### config.mk
export PLATFORM = sky130hd
export DESIGN_NAME = freq_bcd_encoder
export DESIGN_NICKNAME = d
export VERILOG_FILES = /design/src/rtl/freq_bcd_encoder.sv
export SDC_FILE = /design/constraint.sdc
export NUM_CORES = 1
export LEC_CHECK = 0
export CORE_UTILIZATION = 49
export DETAILED_ROUTE_END_ITERATION = 6
export GPL_TIMING_DRIVEN = 0
export PLACE_DENSITY_LB_ADDON = 0.1
export SYNTH_ARGS = -nofsm -noshare
export SYNTH_HDL_FRONTEND = slang
export SYNTH_SLANG_ARGS = --single-unit
### constraint.sdc
create_clock -name sys_clk -period 5.32 [get_ports sys_clk]
set_input_delay 1.064 -clock sys_clk [delete_from_list [all_inputs] [get_ports sys_clk]]
set_output_delay 1.064 -clock sys_clk [all_outputs]
set_load 0.01 [all_outputs]
### src/rtl/freq_bcd_encoder.sv
// freq_bcd_encoder: 20-bit binary frequency to six BCD digits with leading-zero blanking.
// Sequential double-dabble conversion: 20 shift cycles, one DONE cycle, one output cycle.
// Optional macro FREQ_BCD_SAT_EN: saturate inputs above 999_999 and raise ovf.
// Without the macro the millions digit is dropped (result is freq_in mod 1_000_000).
module freq_bcd_encoder #(
    parameter int BIN_W   = 20,
    parameter int DIG_NUM = 6
) (
    input  logic                   sys_clk,
    input  logic                   sys_rst,
    input  logic                   in_valid,
    input  logic [BIN_W-1:0]       freq_in,
    output logic                   busy,
    output logic                   out_valid,
    output logic [4*DIG_NUM-1:0]   bcd_out,
    output logic [DIG_NUM-1:0]     seg_en,
    output logic                   ovf
);

    typedef enum logic [1:0] {StIdle, StShift, StDone} state_t;

    state_t               r_state;
    state_t               w_state_next;
    logic [BIN_W-1:0]     r_sreg;
    logic [4*DIG_NUM-1:0] r_acc;
    logic [4:0]           r_cnt;
    logic                 r_pend;
    logic                 r_out_valid;
    logic [4*DIG_NUM-1:0] r_bcd;
    logic [DIG_NUM-1:0]   r_seg;
    logic [4*DIG_NUM-1:0] w_adj;
    logic [DIG_NUM-1:0]   w_seg;
    logic                 w_any;
    logic [BIN_W-1:0]     w_load;

`ifdef FREQ_BCD_SAT_EN
    logic w_ovf_in;
    logic r_ovf_pend;
    logic r_ovf;

    // Clamp out-of-range measurements to the largest displayable value.
    always_comb begin
        w_ovf_in = (freq_in > BIN_W'(999_999));
        w_load   = w_ovf_in ? BIN_W'(999_999) : freq_in;
    end

    // Overflow flag travels with the conversion and is published alongside the digits.
    always_ff @(posedge sys_clk or posedge sys_rst) begin
        if (sys_rst) begin
            r_ovf_pend <= 1'b0;
            r_ovf      <= 1'b0;
        end else begin
            if (r_state == StIdle && in_valid) begin
                r_ovf_pend <= w_ovf_in;
            end
            if (r_pend) begin
                r_ovf <= r_ovf_pend;
            end
        end
    end

    assign ovf = r_ovf;
`else
    // Millions digit falls off the top of the accumulator during shifting.
    always_comb begin
        w_load = freq_in;
    end

    assign ovf = 1'b0;
`endif

    // FSM state register.
    always_ff @(posedge sys_clk or posedge sys_rst) begin
        if (sys_rst) begin
            r_state <= StIdle;
        end else begin
            r_state <= w_state_next;
        end
    end

    // Next-state logic: accept only from IDLE, fixed BIN_W shift cycles.
    always_comb begin
        w_state_next = r_state;
        unique case (r_state)
            StIdle:  if (in_valid) w_state_next = StShift;
            StShift: if (r_cnt == 5'(BIN_W - 1)) w_state_next = StDone;
            StDone:  w_state_next = StIdle;
            default: w_state_next = StIdle;
        endcase
    end

    // Add 3 to every nibble >= 5 ahead of the shift.
    always_comb begin
        w_adj = r_acc;
        for (int i = 0; i < DIG_NUM; i++) begin
            if (r_acc[4*i +: 4] >= 4'd5) begin
                w_adj[4*i +: 4] = r_acc[4*i +: 4] + 4'd3;
            end
        end
    end

    // Leading-zero blanking: a digit lights if it or any higher digit is nonzero.
    always_comb begin
        w_any = 1'b0;
        w_seg = '0;
        for (int i = DIG_NUM - 1; i >= 0; i--) begin
            w_any    = w_any | (|r_acc[4*i +: 4]);
            w_seg[i] = w_any;
        end
        w_seg[0] = 1'b1;
    end

    // Conversion datapath: load, shift, then one extra stage to publish the result.
    always_ff @(posedge sys_clk or posedge sys_rst) begin
        if (sys_rst) begin
            r_sreg      <= '0;
            r_acc       <= '0;
            r_cnt       <= '0;
            r_pend      <= 1'b0;
            r_out_valid <= 1'b0;
            r_bcd       <= '0;
            r_seg       <= DIG_NUM'(1);
        end else begin
            r_pend      <= (r_state == StDone);
            r_out_valid <= r_pend;
            if (r_pend) begin
                r_bcd <= r_acc;
                r_seg <= w_seg;
            end
            case (r_state)
                StIdle: begin
                    if (in_valid) begin
                        r_sreg <= w_load;
                        r_acc  <= '0;
                        r_cnt  <= '0;
                    end
                end
                StShift: begin
                    r_acc  <= {w_adj[4*DIG_NUM-2:0], r_sreg[BIN_W-1]};
                    r_sreg <= {r_sreg[BIN_W-2:0], 1'b0};
                    r_cnt  <= r_cnt + 5'd1;
                end
                default: ;
            endcase
        end
    end

    assign busy      = (r_state != StIdle);
    assign out_valid = r_out_valid;
    assign bcd_out   = r_bcd;
    assign seg_en    = r_seg;

endmodule

==> results by group <==
CTS
  – Register clock-pin slew on the reported worst setup and hold paths: ~80 ps
  – CTS Hold Bufs: 0
  – Clock sinks: 82
  – Post-CTS Resized: 0
  – CTS max path bufs: 2
  – Worst-Skew Late Latency: about 350 ps
  – H-tree levels: 3
  – Root buf cell: clkbuf_8
  – CTS Buf Count: 9
  – CTS tree: done
  – Postcts setup bufs: 0

Setup path
  – Buf/Inv on CP: 3
  – CP top delay family: buffers and inverters
  – Reg-to-reg slack, setup: roughly 3700 ps
  – CP Max Fanout: 10
  – Worst Path Arrival: 1960 ps
  – CP Class: reg -> out
  – R2r startpoint: r_acc[8]
  – Startpoint class of the critical path: flop
  – Worst-case reg-to-reg path depth: 6
  – Worst setup EP type: primary output
  – RR Endpoint: r_acc[10]
  – Crit path cell chain: buf_6 -> clkbuf_1 -> or2_2 -> clkdlybuf4s50_1
  – Required time of the critical path: between 4000 and 5000 ps
  – Slowest-stage cell, CP: clkdlybuf4s50_1
  – Crit-path max cell delay: about 520 ps

Die
  – Die area: about 0.0085 mm2
  – Initial Util: just over 50%
  – I/O pins: 56
  – Die width: about 90 um
  – Core area: about 0.008 mm2
  – DIE HEIGHT: between 90 and 100 um
  – Row cnt: 32

Timing
  – Setup violators final: 0
  – Setup TNS: 0 ps
  – Final period util: between 50 and 60%
  – Clock skew: 9.168 ps
  – Crit path time final: 3021 ps
  – Final Slew Violations: 0
  – RSZ-0062 raised after global routing: no
  – Peak Freq: between 0.3 and 0.4 GHz
  – Final hold vios: 0
  – Hold WS: about 390 ps

Placement
  – Number of port buffers: 53
  – HPWL after DPL: 5591 um
  – GPL Wtd Cong: roughly 0.76
  – DP Area: about 0.0047 mm2

Cells and area
  – Area delta synth->final: 22.35%
  – Fill cell count: 661
  – Core Util, Final: 62.72%
  – Design area: just under 0.005 mm2
  – Ant diodes: 0
  – Ratio of cells with drive above 1 in the final layout: between 10% and 20%
  – Layout Nets: about 460

Worst hold path
  – Worst Hold Depth: 0
  – Tightest Hold Check Type: reg -> reg
  – Hold path start: r_pend
  – Hold Crit Endpoint: out_valid

Global routing
  – First-pass GRT wire length: about 14000 um
  – Initial antenna violation count: 0
  – Grt ovf: 0
  – Largest net degree at the start of global routing: between 70 and 80
  – Global-route usage over all layers: 20.62%
  – Vias in the first global route: roughly 2.8k

Logic synthesis
  – Seq/Total Area, Yosys: between 50% and 60%
  – Synth top area share: roughly half
  – Count of cell types in the netlist: 41
  – Synthesized instance count: between 300 and 400
  – Syn Nets: ~390
  – Area leader, netlist: dfrtp_1
  – Synthesis-stage register bit count: slightly above 80
  – Ys Warns: 0
  – Mapped cell area: 0.004003 mm2
  – Main area contributors after synthesis: dfrtp_1 51%, mux2_2 6.8%, ha_1 5.6%, a21oi_1 3.9%, a22oi_1 3.4%
  – Synth Area per Inst: approximately 11 um2

Detailed routing
  – Vias per inst: ~5.5
  – DR vias: between 2k and 3k
  – Post-route antenna net violation count: 0
  – Routed Wire Length: roughly 8000 um
  – Router iterations before antenna repair: 4
  – Wire per inst: about 15 um
  – DRC viols: 0
  – DRT iter0 DRCs: 105

Status
  – Status: finished, final reports clean

Power and ir drop
  – Maximum VDD drop: around 0.00018 V
  – Pleak: around 2.1 nW
  – PwrDens: between 500 and 600 mW/mm2

Run
  – Max cap viols: 0
==> registers in the layout, summed over array words and instances, names as in the netlist <==
| register | flops |
|---|---|
| bcd_out | 24 |
| r_pend | 1 |
| r_sreg | 20 |
| r_acc | 24 |
| r_state | 2 |
| seg_en | 5 |
| r_cnt | 5 |
| out_valid | 1 |
==> power by group <==
group / total (mW) / internal (mW) / switching (mW)
Clock: 0.474 / 0.259 / 0.215
Sequential: 1.06 / 0.868 / 0.196
Combinational: 1.07 / 0.584 / 0.491
Total: 2.61 / 1.71 / 0.902
==> per-layer routing <==
layer,up-vias,part of all wire [%],wire length [um],GRT usage [%]
met1,1411,47,3749,26.95
met2,59,49,3899,33.77
met3,9,3.2,256,3.448
met4,0,1.5,119,8.984
li1,1399,-,-,-
met5,-,0,0,0
==> final cells by class <==
cell class	count	area, um2	area share (%)
buffer	24	170.2	3.475
clock buffer	9	123.9	2.529
clock inverter	6	82.58	1.686
inverter	13	51.30	1.048
multi-input combinational	234	1732	35.36
sequential	82	2052	41.90
tap	102	127.6	2.606
timing repair buffer	54	558.0	11.39
==> placed cells by master (no fill, tap or decap), types with 8 or more instances in the layout <==
cell type,synthesis,final
o21ai_1,12,12
nor2_1,11,11
inv_1,13,12
a22oi_1,18,18
o22ai_1,11,11
nor2b_1,19,19
a22o_1,8,8
mux2_2,24,24
o21ai_0,18,18
dfrtp_1,82,82
clkbuf_8,0,9
a21oi_1,31,31
ha_1,18,18
clkdlybuf4s50_1,0,53
==> Yosys cell counts <==
| library cell | n |
|---|---|
| a22o_1 | 8 |
| a41oi_1 | 1 |
| o21ai_1 | 12 |
| o31ai_1 | 6 |
| xor2_1 | 1 |
| o32ai_1 | 1 |
| conb_1 | 2 |
| xnor2_1 | 6 |
| o22ai_1 | 11 |
| and4_4 | 2 |
| nand4_1 | 2 |
| dfrtp_1 | 82 |
| nor3b_1 | 5 |
| mux2i_1 | 6 |
| nor2_1 | 11 |
| and2b_1 | 1 |
| and3b_1 | 1 |
| mux2_2 | 24 |
| buf_2 | 7 |
| a32o_1 | 6 |
| nand3b_1 | 2 |
| nand2b_1 | 7 |
| a22oi_1 | 18 |
| nor3_1 | 1 |
| a21oi_1 | 31 |
| buf_4 | 5 |
| nor4_1 | 1 |
| nor2_2 | 2 |
| clkbuf_1 | 4 |
| nor2b_1 | 19 |
| or2_4 | 1 |
| nand2_1 | 5 |
| nor2b_4 | 1 |
| nand2b_4 | 1 |
| o21ai_0 | 18 |
| buf_1 | 1 |
| inv_1 | 13 |
| or2_2 | 1 |
| buf_6 | 7 |
| a31oi_1 | 2 |
| ha_1 | 18 |
==> how the worst max path moves through the flow <==
stage | startpoint | endpoint | slack [ps] | cells past startpoint
3_5_place_dp | r_state[1] | busy | 2710 | 4
6_report | r_state[1] | busy | 2300 | 4
3_3_place_gp | sys_rst | bcd_out[9] | 800 | 2
4_1_cts | r_state[1] | busy | 2310 | 4
2_1_floorplan | sys_rst | bcd_out[0] | 2150 | 1
5_1_grt | r_state[1] | busy | 2230 | 4
==> per-stage QoR <==
step	total power, mW	std cells	setup slack (ps)
6_report	2.613	524	2299
5_1_grt	2.811	524	2235
4_1_cts	2.643	524	2313
3_5_place_dp	2.160	509	2707
3_3_place_gp	2.122	508	795.4
2_1_floorplan	1.769	353	2148
==> cells by family (layout without fill, tap and decap cells) <==
logic type      after synthesis  after routing  synth area share [%]
fa+ha+maj                    18             18                 5.627
xor+xnor                      7              7                 1.532
other cells                   2              2                0.1876
mux                          30             30                 8.253
simple gates                 63             63                 9.815
buf+inv                      37            106                 5.470
compound gates              114            114                 17.85
flops                        82             82                 51.27
(Power assumes the default switching activity.)
